--- config.mk ---
export PLATFORM = sky130hd
export DESIGN_NAME = capture_pretrig
export DESIGN_NICKNAME = d
export VERILOG_FILES = /design/src/rtl/capture_pretrig.sv
export SDC_FILE = /design/constraint.sdc
export NUM_CORES = 1
export LEC_CHECK = 0
export ABC_AREA = 0
export BUFFER_PORTS_ARGS = -buffer_cell sky130_fd_sc_hd__buf_2
export CORE_MARGIN = 3
export CORE_UTILIZATION = 62
export CTS_BUF_LIST = sky130_fd_sc_hd__clkbuf_16
export DETAILED_ROUTE_END_ITERATION = 10
export HOLD_SLACK_MARGIN = 0.02
export MAX_ROUTING_LAYER = met4
export PLACE_DENSITY = 0.8
export SYNTH_ARGS = -nofsm -noshare
export SYNTH_HDL_FRONTEND = slang
export SYNTH_SLANG_ARGS = --single-unit
--- constraint.sdc ---
create_clock -name clk -period 2.8 [get_ports clk]
set_input_delay 0.56 -clock clk [delete_from_list [all_inputs] [get_ports clk]]
set_output_delay 0.56 -clock clk [all_outputs]
set_load 0.03 [all_outputs]
--- src/rtl/capture_pretrig.sv ---
// Pre-trigger capture buffer: samples stream into a circular RAM, and a programmable number
// of samples from before the trigger is kept alongside the post-trigger samples.
//
// state | meaning
// ------+----------------------------------------------------------------
// IDLE  | no capture; writes stopped
// FILL  | collecting the first pretrig samples; trigger ignored
// ARMED | pre-trigger window full; writes wrap until a trigger sample
// POST  | writing the remaining DEPTH - pretrig samples after the trigger
// DONE  | buffer frozen until the next arm
module capture_pretrig #(
    parameter int DATAWIDTH = 8,
    parameter int ADDRWIDTH = 5
) (
    input  logic                 clk,
    input  logic                 reset_l,
    input  logic [DATAWIDTH-1:0] sample_data_in,
    input  logic                 sample_sot_in,
    input  logic                 sample_eot_in,
    input  logic                 sample_valid_in,
    input  logic                 arm,
    input  logic                 trig,
    input  logic                 trig_mode,
    input  logic [ADDRWIDTH-1:0] pretrig,
    output logic                 armed,
    output logic                 triggered,
    output logic                 done,
    output logic [ADDRWIDTH-1:0] trig_addr,
    output logic [ADDRWIDTH-1:0] ram_wr_addr,
    input  logic [ADDRWIDTH-1:0] rd_addr,
    output logic [DATAWIDTH+1:0] rd_data
);

    localparam int DEPTH = 2 ** ADDRWIDTH;
    localparam int CW    = ADDRWIDTH + 1;

    typedef enum logic [2:0] {
        S_IDLE,
        S_FILL,
        S_ARMED,
        S_POST,
        S_DONE
    } state_t;

    state_t               state, state_nxt;
    logic [ADDRWIDTH-1:0] wr_addr, wr_addr_nxt;
    logic [ADDRWIDTH-1:0] trig_addr_q, trig_addr_nxt;
    logic [ADDRWIDTH-1:0] pretrig_q, pretrig_nxt;
    logic [CW-1:0]        cnt, cnt_nxt;
    logic [CW-1:0]        post_len;
    logic                 we;
    logic                 trig_hit;

    logic [DATAWIDTH+1:0] mem [DEPTH];

    // Post-trigger length includes the trigger sample itself; it is DEPTH when pretrig is 0.
    assign post_len = CW'(DEPTH) - {1'b0, pretrig_q};
    assign trig_hit = sample_valid_in && trig && (!trig_mode || sample_sot_in);

    always_comb begin
        state_nxt     = state;
        wr_addr_nxt   = wr_addr;
        trig_addr_nxt = trig_addr_q;
        pretrig_nxt   = pretrig_q;
        cnt_nxt       = cnt;
        we            = 1'b0;
        if (arm) begin
            pretrig_nxt   = pretrig;
            wr_addr_nxt   = '0;
            trig_addr_nxt = '0;
            cnt_nxt       = {1'b0, pretrig};
            state_nxt     = (pretrig == '0) ? S_ARMED : S_FILL;
        end else begin
            case (state)
                S_FILL: begin
                    if (sample_valid_in) begin
                        we          = 1'b1;
                        wr_addr_nxt = wr_addr + 1'b1;
                        cnt_nxt     = cnt - 1'b1;
                        if (cnt == CW'(1)) state_nxt = S_ARMED;
                    end
                end
                S_ARMED: begin
                    if (sample_valid_in) begin
                        we          = 1'b1;
                        wr_addr_nxt = wr_addr + 1'b1;
                        if (trig_hit) begin
                            trig_addr_nxt = wr_addr;
                            cnt_nxt       = post_len - 1'b1;
                            state_nxt     = (post_len == CW'(1)) ? S_DONE : S_POST;
                        end
                    end
                end
                S_POST: begin
                    if (sample_valid_in) begin
                        we          = 1'b1;
                        wr_addr_nxt = wr_addr + 1'b1;
                        cnt_nxt     = cnt - 1'b1;
                        if (cnt == CW'(1)) state_nxt = S_DONE;
                    end
                end
                default: ;
            endcase
        end
    end

    always_ff @(posedge clk) begin
        if (!reset_l) begin
            state       <= S_IDLE;
            wr_addr     <= '0;
            trig_addr_q <= '0;
            pretrig_q   <= '0;
            cnt         <= '0;
        end else begin
            state       <= state_nxt;
            wr_addr     <= wr_addr_nxt;
            trig_addr_q <= trig_addr_nxt;
            pretrig_q   <= pretrig_nxt;
            cnt         <= cnt_nxt;
        end
    end

    // RAM contents survive reset; the read is read-before-write on an address collision.
    always_ff @(posedge clk) begin
        if (we) mem[wr_addr] <= {sample_eot_in, sample_sot_in, sample_data_in};
    end

    always_ff @(posedge clk) begin
        if (!reset_l) rd_data <= '0;
        else          rd_data <= mem[rd_addr];
    end

    assign armed       = (state == S_ARMED);
    assign triggered   = (state == S_POST) || (state == S_DONE);
    assign done        = (state == S_DONE);
    assign trig_addr   = trig_addr_q;
    assign ram_wr_addr = wr_addr;

endmodule

After elaboration in Yosys (flattened, before gate mapping)
Memories as Yosys holds them, arrays and structs flattened. A register that Yosys moved wholly into a read port is not among the register bits.
Cells that the tools add are included.
Word-level totals
  bits in registers: 24
  RAM bits: 320
  bits of input ports: 26
  output and inout bits: 23
  logic and storage cells: 66
  memories: 1
Memories
  mem: words 32, width 10, read ports 1, clocked after memory_dff 1, write ports 1, RTL line 54  | logic [DATAWIDTH+1:0] mem [DEPTH];
Operators by class
  $add $sub $neg: 4
  equal/unequal tests: 16
  multiplexer cells: 20
  bitwise gates (word level): 1
  reductions and logical operators: 18
Operators by type and width (count)
  $mux W3: 8
  $mux W6: 3
  $ne A3 B3 Y1 const B: 5
  $eq A6 B1 Y1 const B: 2
  $pmux W6 S2: 1
  $sub A6 B1 Y6 const B: 2
  $pmux W3 S3: 1
  $reduce_and A4 Y1: 2
  $reduce_and A7 Y1: 1
  $eq A3 B2 Y1 const B: 2
  $sub A6 B5 Y6 const A: 1
  $add A5 B1 Y5 const B: 1
  $logic_not A5 Y1: 1
  $mux W1: 5
  $mux W5: 1
  $ne A2 B1 Y1 const B: 2
  $reduce_bool A4 Y1: 1
  $reduce_or A2 Y1: 2
  $eq A3 B1 Y1 const B: 1
  $eq A3 B3 Y1 const B: 1
  $ne A3 B1 Y1 const B: 1
  $ne A3 B2 Y1 const B: 1
  $reduce_and A3 Y1: 1
  $reduce_bool A3 Y1: 1
  other kinds (9): 12

Logic depth before layout (Yosys ltp)
  word-level depth: 7
  depth in mapped cells: 8
  mapped depth without buffers: 7

Worst setup path after synthesis
No wires, ideal clock.
  path kind: flip-flop to output port
  start: register state[2]
  end: output port triggered
  data arrival time: 1.660 ns
  required time: 2.240 ns
  setup slack: 0.580 ns
  stages on the path, launching flop included: 4
  buffers on the path: 0
  cell sequence: dfxtp_1 -> inv_1 -> nor3_1 -> o21bai_1
On the way
  cells in the longest elaborated chain, start to end: 2
  elaborated cells between the ends (all ways): 3
  classes of those cells: eq/ne (2); reduce/logical (1)
Ends and longest elaborated chain
  from (decl): RTL line 45  | state_t state, state_nxt;
  from (signal assigned): RTL line 115  | state <= state_nxt;
  $eq A3 B3 Y1
  via done: RTL line 27  | output logic done,
  $logic_or A1 B1 Y1: RTL line 134  | assign triggered = (state == S_POST) || (state == S_DONE);
  to (decl): RTL line 26  | output logic triggered,
The timed path passes the listed nets, and every way through them passes these cells.

Worst setup path after layout
  start: register state[2]
  end: memory mem[0][0] (netlist bit) (enable)
On the way
  cells in the longest elaborated chain, start to end: 6
  elaborated cells between the ends (all ways): 8
  classes of those cells: eq/ne (3); mux (4); reduce/logical (1)
Ends and longest elaborated chain
  $eq A3 B2 Y1 or $eq A3 B1 Y1 (tied branches): RTL line 74  | case (state)
  $reduce_or A3 Y1 (no line) *
  $mux W1 *
  $mux W1 *: RTL line 67  | if (arm) begin
  $mux W1 *: RTL line 125  | if (we) mem[wr_addr] <= {sample_eot_in, sample_sot_in, sample_data_in};
  $mux W1 (not written as such) *: RTL line 125
  to (decl): RTL line 54
Every way passes the cells marked *; elsewhere a longest branch is shown, timed or not.

==> impl_results.md <==
* Status: completed
* CTS resizes at 0
* Pwr dens at around 670 nW/um^2
* Slew @ Worst Pin at 1.24 ns
* IO Port Bufs at between 40 and 50
* Worst path max stage delay at 1.00 ns
* Largest net degree at the start of global routing at between 40 and 50
* Commonest cells in the netlist: edfxtp_1, nor2_1, mux4_1
* IO Count at 49
* Critical path peak fanout at 10
* Post-synth ARST share at 0%
* Critical Path RT at roughly 2.9 ns
* CP Cell Sequence: inv_1, o211a_1, and2_1, nand2_1, nor2_1
* Critical path class: reg -> reg
* CTS clk-pin slew, worst paths at roughly 0.060 ns
* Drt first pass iters at 5
* Die area at between 20000 and 30000 sq um
* DPL Wire Length at approximately 18000 um
* Vias per cell at about 6.6
* Post-synthesis adder-cell area fraction at less than 1%
* Mapped Area at 14400 sq um
* Top post-synthesis cells by area: edfxtp_1, mux4_1, dfxtp_1, mux4_2, nor2_1
* Vias at 7354
* Final Hold Fails at 0
* Post-synth top area share at between 60 and 70%
* First-pass GRT wire length at around 45000 um
* P&R area growth vs syn at 10.9%
* Post-Synth XOR/XNOR Area at 0.548%
* Final-stage net count at ~840
* M2 GR Usage at about two fifths
* Max Cap Viol at 0
* Synth area leader: edfxtp_1
* Cells after Synth at about 730
* Grt ovf at 0
* Non-filler cells, final at 1114
* Post-synth EDFFs at 320
* Multiplexer share of the synthesized area at 17.0%
* Fin. max-slew vios at 0
* Post-Synth Simple-Gate Area at 4.00%
* GP Congestion at slightly below 0.9
* Cts hold-fix bufs at 0
* Worst path slowest cell: nor2_1
* Prevailing post-synth register cell: edfxtp_1
* Ant. Diodes at 0
* Remaining antenna violation count at 0
* Hold Path Class: in -> reg
* Met1 usage at 34.8%
* Final period utilization at approximately nine tenths
* Worst Setup End Kind: register
* Layout cells sized above 1 at a little over a fifth
* Postcts setup bufs at 0
* Warnings from Yosys at 0
* Starting Density at 63.3%
* Width of the chip at between 150 and 200 um
* DRC at 0
* Net count after synthesis at between 700 and 800
* Clock Skew at between 0.03 and 0.04 ns
* GRT Util Overall at about 25%
* CORE AREA at between 20000 and 25000 sq um
* Unrepaired setup endpoints after global routing: false
* 1st-iter DRT viols at approximately 840
* Count leader, synth: edfxtp_1
* Site row count at 55
* Final setup TNS at 0 ns
* Num CTS Buffers at 34
* Worst-case clock buffer depth at 3
* Yosys reg bits at 354
* Wire per inst at between 20 and 30 um
* Static Leak at approximately 5.4 nW
* Global routing's busiest layer: met2
* Max rail drop VDD at around 0.47 mV
* GR Util met3 at ~4.7%
* Initial antenna violation count at 0
* Die H at about 160 um
* Hold WS at about 0.32 ns
* Cells after DPL at between 1000 and 1500
* DRT Wirelength at between 20000 and 30000 um
* Synth unique cells at 62
* Crit start category: register
* CTS root buf: clkbuf_16
* Fin crit period at between 2 and 3 ns
* Worst-skew pair later-pin latency at between 0.5 and 0.6 ns
* Vias in the first global route at 7515
* Setup violations, final at 0
* Total clock sinks at roughly 350
* Seq/Total Area, Yosys at a little under three quarters
* Slew HR at 16.9%
* Synth Area in Compound Gates at 3.62%
* Largest family of logic cells by synthesized area: multiplexers
* CTS tree: yes
* Arr. time, crit path at around 2.6 ns
* Max Fclk at around 400 MHz
* CTS H-tree depth at 2
* Syn avg cell area at just under 20 sq um
cell usage in the layout (no fill, tap or decap), types with 7 or more instances in the layout:
| master | count |
|---|---|
| a21oi_1 | 18 |
| a221oi_1 | 10 |
| buf_2 | 47 |
| buf_4 | 23 |
| clkbuf_16 | 35 |
| clkinv_2 | 7 |
| dfxtp_1 | 34 |
| edfxtp_1 | 320 |
| ha_1 | 8 |
| inv_1 | 16 |
| mux2_2 | 20 |
| mux2i_1 | 22 |
| mux4_1 | 52 |
| mux4_2 | 28 |
| nand2_1 | 17 |
| nor2_1 | 62 |
| nor2b_1 | 7 |
| o21ai_0 | 9 |
| o221ai_1 | 11 |
| xor2_1 | 7 |
layout make-up:
type	instances	area (sq um)
sequential	354	10300
clock inverter	27	193
clock buffer	35	876
timing repair buffer	74	488
multi-input combinational	330	3720
tap	285	357
inverter	9	33.8
fill	1357	6760
routing by layer:
layer,part of all wire (%),vias up
met3,8.5,56
met2,49,398
met4,2.1,0
met1,40,3728
met5,0,-
li1,-,3172
logic make-up (layout without fill, tap and decap cells):
group	count (synthesis)	count (layout)
DFF	354	354
xor gates and xnor gates	9	9
AOI/OAI and AO/OA	71	71
adders and majority gates	8	8
and+or+nand+nor	120	120
muxes	122	122
buffers and inverters	49	145
worst paths after layout:
check / startpoint / to / slack [ns] / cells past startpoint
max: state[2] / mem[0][0] / 0.30 / 5
min: pretrig[2] / cnt[2] / 0.32 / 2
max reg2reg: state[2] / mem[0][0] / 0.30 / 5
min reg2reg: trig_addr[4] / trig_addr[4] / 0.53 / 2
state kept, by name (all words and copies together), names as in the netlist:
signal	flops
cnt	6
mem	320
pretrig_q	5
ram_wr_addr	5
rd_data	10
state	3
trig_addr	5
metrics by stage:
stage / cell area [sq um] / worst slack [ns] / power (mW) / utilization [%]
floorplan: 14400 / 0.580 / 6.30 / -
global placement: 14900 / 0.174 / 6.48 / 65.5
detailed placement: 14900 / 0.133 / 6.50 / 65.5
CTS: 16000 / 0.340 / 10.8 / 70.3
global route: 16000 / 0.160 / 11.1 / 70.3
finish: 16000 / 0.295 / 10.8 / 70.3
worst max-delay path, delay by kind of cell (launching register included):
family / cells / cell delay (ns)
and+or+nand+nor: 3 / 1.42
DFF: 1 / 0.38
AOI/OAI and AO/OA: 1 / 0.17
buffers and inverters: 1 / 0.15
power by group:
group | total (mW) | switching (mW) | internal, mW
clock | 4.36 | 1.88 | 2.47
combinational | 0.588 | 0.357 | 0.231
sequential | 5.81 | 0.0273 | 5.78
total | 10.8 | 2.27 | 8.49
(Power assumes the default switching activity.)
